**src/rtl/vga_scan_controller.sv**
```systemverilog
// vga_scan_controller: 640x480@60 raster generator with a pixel-step clock
// divider, latency-matched sync/blank pipeline, blank-gated RGB re-timing for
// the ADV7123 DAC, and a vertical-blank frame clock for the game controller.
module vga_scan_controller #(
    parameter int unsigned CLK_DIV  = 2,
    parameter int unsigned H_ACTIVE = 640,
    parameter int unsigned H_FP     = 16,
    parameter int unsigned H_SYNC   = 96,
    parameter int unsigned H_BP     = 48,
    parameter int unsigned V_ACTIVE = 480,
    parameter int unsigned V_FP     = 10,
    parameter int unsigned V_SYNC   = 2,
    parameter int unsigned V_BP     = 33,
    parameter int unsigned PIPE_LAT = 2
) (
    input  logic        clock,
    input  logic        reset,
    input  logic [7:0]  iR,
    input  logic [7:0]  iG,
    input  logic [7:0]  iB,
    output logic [10:0] scanX,
    output logic [10:0] scanY,
    output logic        active,
    output logic [7:0]  VGA_R,
    output logic [7:0]  VGA_G,
    output logic [7:0]  VGA_B,
    output logic        VGA_HS,
    output logic        VGA_VS,
    output logic        VGA_BLANK_N,
    output logic        VGA_SYNC_N,
    output logic        VGA_CLK,
    output logic        frame_clock,
    output logic        frame_tick
);

    localparam int unsigned H_TOTAL = H_ACTIVE + H_FP + H_SYNC + H_BP;
    localparam int unsigned V_TOTAL = V_ACTIVE + V_FP + V_SYNC + V_BP;
    localparam int unsigned DIV_W   = $clog2(CLK_DIV);

    localparam logic [DIV_W-1:0] DIV_LAST = DIV_W'(CLK_DIV - 1);
    localparam logic [DIV_W-1:0] DIV_HALF = DIV_W'(CLK_DIV / 2);

    localparam logic [10:0] X_LAST   = 11'(H_TOTAL - 1);
    localparam logic [10:0] Y_LAST   = 11'(V_TOTAL - 1);
    localparam logic [10:0] X_ACT    = 11'(H_ACTIVE);
    localparam logic [10:0] Y_ACT    = 11'(V_ACTIVE);
    localparam logic [10:0] Y_VLAST  = 11'(V_ACTIVE - 1);
    localparam logic [10:0] HS_START = 11'(H_ACTIVE + H_FP);
    localparam logic [10:0] HS_END   = 11'(H_ACTIVE + H_FP + H_SYNC);
    localparam logic [10:0] VS_START = 11'(V_ACTIVE + V_FP);
    localparam logic [10:0] VS_END   = 11'(V_ACTIVE + V_FP + V_SYNC);

    logic [DIV_W-1:0] divCnt;
    logic             pixEn;
    logic             lineEnd;
    logic             frameEnd;
    logic             vblankStart;
    logic             hsRaw;
    logic             vsRaw;

    // Stage k of each pipe holds the raw timing from k+1 pixel steps ago.
    logic [PIPE_LAT:0]   hsPipe;
    logic [PIPE_LAT:0]   vsPipe;
    logic [PIPE_LAT:0]   blPipe;
    // Tap 0 is the undelayed raw value, tap k is pipe stage k-1; this lets the
    // RGB gate look at the value entering the last stage even when PIPE_LAT=0.
    logic [PIPE_LAT+1:0] hsTap;
    logic [PIPE_LAT+1:0] vsTap;
    logic [PIPE_LAT+1:0] blTap;

    assign pixEn       = (divCnt == DIV_LAST);
    assign lineEnd     = (scanX == X_LAST);
    assign frameEnd    = lineEnd && (scanY == Y_LAST);
    assign vblankStart = lineEnd && (scanY == Y_VLAST);

    assign active = (scanX < X_ACT) && (scanY < Y_ACT);
    assign hsRaw  = !((scanX >= HS_START) && (scanX < HS_END));
    assign vsRaw  = !((scanY >= VS_START) && (scanY < VS_END));

    assign hsTap = {hsPipe, hsRaw};
    assign vsTap = {vsPipe, vsRaw};
    assign blTap = {blPipe, active};

    assign VGA_HS      = hsTap[PIPE_LAT+1];
    assign VGA_VS      = vsTap[PIPE_LAT+1];
    assign VGA_BLANK_N = blTap[PIPE_LAT+1];
    assign VGA_SYNC_N  = 1'b0;
    assign frame_tick  = pixEn && vblankStart;

    // Pixel-step divider and the DAC pixel clock derived from it.
    always_ff @(posedge clock or negedge reset) begin
        if (!reset) begin
            divCnt  <= '0;
            VGA_CLK <= 1'b0;
        end else begin
            divCnt  <= pixEn ? '0 : divCnt + 1'b1;
            VGA_CLK <= (divCnt >= DIV_HALF);
        end
    end

    // Raster position counters, advanced once per pixel step.
    always_ff @(posedge clock or negedge reset) begin
        if (!reset) begin
            scanX <= '0;
            scanY <= '0;
        end else if (pixEn) begin
            if (lineEnd) begin
                scanX <= '0;
                scanY <= (scanY == Y_LAST) ? '0 : scanY + 11'd1;
            end else begin
                scanX <= scanX + 11'd1;
            end
        end
    end

    // Sync/blank delay line matching the game video path latency.
    always_ff @(posedge clock or negedge reset) begin
        if (!reset) begin
            hsPipe <= '1;
            vsPipe <= '1;
            blPipe <= '0;
        end else if (pixEn) begin
            hsPipe <= hsTap[PIPE_LAT:0];
            vsPipe <= vsTap[PIPE_LAT:0];
            blPipe <= blTap[PIPE_LAT:0];
        end
    end

    // Register returned colour, zeroed when the aligned blank says invisible.
    always_ff @(posedge clock or negedge reset) begin
        if (!reset) begin
            VGA_R <= '0;
            VGA_G <= '0;
            VGA_B <= '0;
        end else if (pixEn) begin
            if (blTap[PIPE_LAT]) begin
                VGA_R <= iR;
                VGA_G <= iG;
                VGA_B <= iB;
            end else begin
                VGA_R <= '0;
                VGA_G <= '0;
                VGA_B <= '0;
            end
        end
    end

    // Frame clock: high from the start of vertical blank until frame wrap.
    always_ff @(posedge clock or negedge reset) begin
        if (!reset) begin
            frame_clock <= 1'b0;
        end else if (pixEn) begin
            if (vblankStart) begin
                frame_clock <= 1'b1;
            end else if (frameEnd) begin
                frame_clock <= 1'b0;
            end
        end
    end

endmodule
```
**config.mk**
```make
export PLATFORM = sky130hd
export DESIGN_NAME = vga_scan_controller
export DESIGN_NICKNAME = d
export VERILOG_FILES = /design/src/rtl/vga_scan_controller.sv
export SDC_FILE = /design/constraint.sdc
export NUM_CORES = 1
export LEC_CHECK = 0
export BUFFER_PORTS_ARGS = -buffer_cell sky130_fd_sc_hd__buf_2
export CAP_MARGIN = 5
export CORE_ASPECT_RATIO = 1.2
export CORE_MARGIN = 10
export CORE_UTILIZATION = 51
export DETAILED_ROUTE_END_ITERATION = 16
export MAX_ROUTING_LAYER = met4
export PLACE_DENSITY = 0.79
export SYNTH_ARGS = -nofsm -noshare
export SYNTH_HDL_FRONTEND = slang
export SYNTH_SLANG_ARGS = --single-unit
export TNS_END_PERCENT = 30
```
**constraint.sdc**
```tcl
create_clock -name clock -period 1.93 [get_ports clock]
set_input_delay 0.386 -clock clock [delete_from_list [all_inputs] [get_ports clock]]
set_output_delay 0.386 -clock clock [all_outputs]
set_load 0.005 [all_outputs]
```
== Word level (Yosys, flattened, before mapping) ==
Index checks and enable logic that the tools add are counted.

* Multiplexer cells: 8
* Divide/modulo/power cells: 0
* $mul: 0
* Reduce and logical (&&, ||, !) cells: 11
* Add/sub/neg operators: 3
* Bitwise operators: 0
* Eq/ne operators: 3
* Shift-type cells: 0
* $lt $le $gt $ge: 7

{| class="wikitable"
|+ Operator list
! kind !! count
|-
| 8-bit two-way mux || 3
|-
| 11-bit by 1-bit adder with 11-bit output, second input constant || 2
|-
| 11-bit by 10-bit == test with 1-bit output, second input constant || 2
|-
| 11-bit by 10-bit < comparator with 1-bit output, second input constant || 2
|-
| 11-bit by 9-bit < comparator with 1-bit output, second input constant || 2
|-
| 11-bit two-way mux || 2
|-
| 11-bit by 9-bit == test with 1-bit output, second input constant || 1
|-
| 11-bit by 10-bit greater-or-equal comparator with 1-bit output, second input constant || 1
|-
| 11-bit by 9-bit greater-or-equal comparator with 1-bit output, second input constant || 1
|-
| 1-bit logical AND || 6
|-
| 2-bit AND reduction || 2
|-
| 1-bit two-way mux || 3
|-
| 1-bit logical NOT || 2
|-
| 2-bit nonzero test || 1
|-
| 1-bit adder, second input constant || 1
|-
| 1-bit greater-or-equal comparator, second input constant || 1
|}

* Bits in writable memories: 0
* Output and inout bits: 54
* Memories: 0
* Latch bits: 0
* Register bits: 58
* Bits in read-only memories: 0
* Logic and storage cells: 43

== Depth between registers and ports, before layout ==
* Word-level depth: 4
* Depth in mapped cells: 7
* Depth with buffers taken out: 6

== Worst setup path after synthesis ==
Ideal clock, no wire load.

* Path type: register -> output
* Start point: register scanX[0]
* End point: output frame_tick
* Setup slack: 304 ps
* Path buffers: 1
* Cell stages (with the launch flop): 6
* Arrival time: 1240 ps
* Data required time: 1544 ps
* Cells stage by stage: dfrtp_1 -> ha_1 -> and4_1 -> buf_2 -> nand4_1 -> nor3_1

* Longest elaborated chain between the ends: 3

{| class="wikitable"
|+ RTL lines
! element !! line !! RTL
|-
| start, declared || 21 || <nowiki>output logic [10:0] scanX,</nowiki>
|-
| start signal, assigned || 111 || <nowiki>scanX <= scanX + 11'd1;</nowiki>
|-
| 11-bit by 10-bit == test with 1-bit output || 72 || <nowiki>assign lineEnd = (scanX == X_LAST);</nowiki>
|-
| 1-bit logical AND || 74 || <nowiki>assign vblankStart = lineEnd && (scanY == Y_VLAST);</nowiki>
|-
| 1-bit logical AND || 88 || <nowiki>assign frame_tick = pixEn && vblankStart;</nowiki>
|-
| end, declared || 33 || <nowiki>output logic frame_tick</nowiki>
|}

No other way between the ends.

== Worst setup path in the final report ==
* Start point: register scanX[8]
* End point: output frame_tick

The elaborated chain is that of the path after synthesis.

==> flow_summary.yaml <==
run_status:
  status: "finished, violations left"
  violations: "setup timing"
grt:
  grt_overflow: 0
  grt.total_usage_pct: 15.7
  grt_pass1_wl_mm: 10.6
  antenna_found_initial: 0
  grt_max_degree: 61
  grt_pass1_vias: 2203
pwr:
  vdd_drop_max_mv: 0.520
  p_leak_nw: 1.68
  totalPowerFinal_mw: 2.63
  power_density_nw_per_um2: 778
cells_and_area:
  seq_area_um2: 1470
  final_nets: 377
  mostFrequentLayoutCells: "buf_2, dfrtp_1, nand3_1"
  utilization_pct: 67.5
  multi_input_area_um2: 1000
  area_growth_pct: 26.1
  final_common_cell: "buf_2"
  fillers: 386
  antenna_cells: 0
  drive_above_1_share_pct: 37.4
worst_hold_path:
  worstHoldPathType: "input pin to asynchronous set/reset pin"
sta:
  fin_crit_sh_pct: 101
  timing.hold.ws_ns: 0.0417
  setup_violations: 1
  relSlewSlack_pct: 49.1
  worst_slew_pin_slew_ns: 0.763
  tns_ns: -0.0239
  slew_violations: 0
  hold_viol_final: 0
  setup_ws_ns: -0.0239
  max_freq_ghz: 0.512
  fin_worst_skew_ns: 0.00696
  fin_crit_ns: 1.95
  rsz0062_at_grt: "true"
setup_path:
  max_stage_delay_ns: 0.46
  crit_family: "simple AND/OR/NAND/NOR gates"
  cpMaxStageDelayCell: "dfrtp_1"
  worstSetupPathType: "flip-flop to output pin"
  endpoint_kind: "output pin"
  cp.required_ns: 1.54
  crit_chain: "nor2b_1, nand4_1, nor3_2, buf_2"
  crit_fanout: 7
  critPathBufInv: 1
  crit_arrival_ns: 1.57
  startpoint_type: "flip-flop"
synthesis:
  synth_fp_nets: 294
  synth_ff_type: "dfrtp_1"
  synth_edf_count: 0
  ys_ff_latch: 58
  seq_area_frac_synth_pct: 54.4
  ys_async_sr_fraction_pct: 100
  postSynthCellCount: 265
  synthDistinctLibCells: 42
  syn_area_per_cell_um2: 10.1
  syn_area_um2: 2680
  synth-warning-count: 0
detailed_routing:
  avgRoutedWirePerCell_um: 15.7
  drt_iter0_markers: 96
  post_drt_via_cell_ratio: 5.37
  vias: 2218
  wirelength_mm: 6.47
  drcViolationCount: 0
  dr.pass1.iters: 4
  antenna_left: 0
floorplanning:
  dieArea_um2: 8570
  die_h_um: 99.4
  ios: 80
  die_w_um: 86.2
  core_um2: 5010
  std_cell_rows: 28
  start_util_pct: 53.5
clock_tree:
  cts_made_buffers: 9
  worstSkewPairLatency_ns: 0.33
  cts.sinks: 58
  cts_tree: "done"
  htreeDepth: 3
  cts-root-buf: "clkbuf_8"
  clk_pin_slew_ns: 0.06
  clk_path_buf_depth: 2
placed_design:
  io_buffers: 78
  dp_hpwl_mm: 4.49
  finalWeightedCongestion: 0.839
run:
  drv_cap: 0
==> routing by layer <==
| layer | up-vias | global-route usage, % | wire [µm] |
|---|---|---|---|
| li1 | 1065 | - | - |
| met1 | 1046 | 18.8 | 2890 |
| met2 | 95 | 22.1 | 2850 |
| met3 | 12 | 7.43 | 611 |
| met4 | 0 | 6.62 | 111 |
| met5 | - | - | 0 |
==> cells in the mapped netlist, types with 2 or more instances <==
master | number | area, µm²
a21oi_1 | 7 | 35.0
and3_1 | 3 | 18.8
and3_2 | 2 | 15.0
and4b_1 | 2 | 20.0
buf_1 | 3 | 11.3
buf_2 | 5 | 25.0
buf_6 | 2 | 22.5
clkbuf_1 | 6 | 22.5
dfrtp_1 | 52 | 1300
dfstp_2 | 6 | 158
ha_1 | 3 | 37.5
inv_1 | 33 | 124
mux2_2 | 7 | 78.8
mux2i_1 | 3 | 30.0
nand2_1 | 7 | 26.3
nand2b_1 | 2 | 12.5
nand3_1 | 39 | 195
nand4_1 | 7 | 43.8
nor2_1 | 10 | 37.5
nor3_1 | 3 | 15.0
nor4_1 | 3 | 18.8
o21ai_0 | 30 | 150
o22ai_1 | 2 | 12.5
xnor2_1 | 6 | 52.6
xor2_1 | 5 | 43.8
==> cells by family after synthesis <==
| family | synth area share (%) |
|---|---|
| AOI/OAI and AO/OA | 8.63 |
| xor gates and xnor gates | 3.59 |
| adders and majority gates | 1.40 |
| buffers and inverters | 8.68 |
| DFF | 54.4 |
| muxes | 4.06 |
| other | 0.140 |
| and+or+nand+nor | 19.1 |
==> metrics by stage <==
stage	setup WS, ns	instance area, µm²	std cells
final	-0.0239	3380	413
after global routing	-0.140	3380	413
after CTS	-0.0187	3380	413
after detailed placement	0.184	3100	392
after global placement	0.211	3100	392
after floorplan	0.304	2680	265
==> area by class of cell <==
class / instances / area share (%)
clock buffers: 14 / 4.81
inverters: 33 / 3.66
multi-input cells: 156 / 29.6
flip-flops and latches: 58 / 43.3
clock inverters: 2 / 1.78
repair buffers: 90 / 14.6
well taps: 60 / 2.22
==> final timing paths <==
check / start / end / slack, ns / cells past startpoint
min in group clock: iR[1] / VGA_R[1]$_DFFE_PN0P_ / 0.29 / 3
min reg2reg: vsPipe[0]$_DFFE_PN1P_ / vsPipe[0]$_DFFE_PN1P_ / 0.49 / 2
max: scanX[8]$_DFFE_PN0P_ / frame_tick / -0.02 / 4
min: reset / VGA_B[6]$_DFFE_PN0P_ / 0.04 / 2
max reg2reg: scanX[10]$_DFFE_PN0P_ / scanY[4]$_DFFE_PN0P_ / 0.24 / 5
max in group asynchronous: reset / vsPipe[0]$_DFFE_PN1P_ / 1.58 / 2
==> report_power, final <==
| part | switching [mW] | internal [mW] | leakage (nW) |
|---|---|---|---|
| registers | 0.0116 | 1.24 | 0.698 |
| clock network | 0.461 | 0.800 | 0.111 |
| logic | 0.0615 | 0.0542 | 0.870 |
| total | 0.534 | 2.10 | 1.68 |
==> state kept, by name, summed over array words and instances, names as in the netlist <==
signal / cells
VGA_CLK: 1
scanY: 11
frame_clock: 1
blPipe: 3
divCnt: 1
vsPipe: 3
scanX: 11
VGA_G: 8
VGA_R: 8
hsPipe: 3
VGA_B: 8
==> what timing repair did <==
action | in CTS | in global routing
setup buffers | 5 | 0
endpoints found under the setup margin | 2 | 2
resized for setup | 6 | 2
pin swaps | 4 | 0
hold buffers | 0 | 0
hold endpoints to repair | 0 | 0
(Power assumes the default switching activity.)
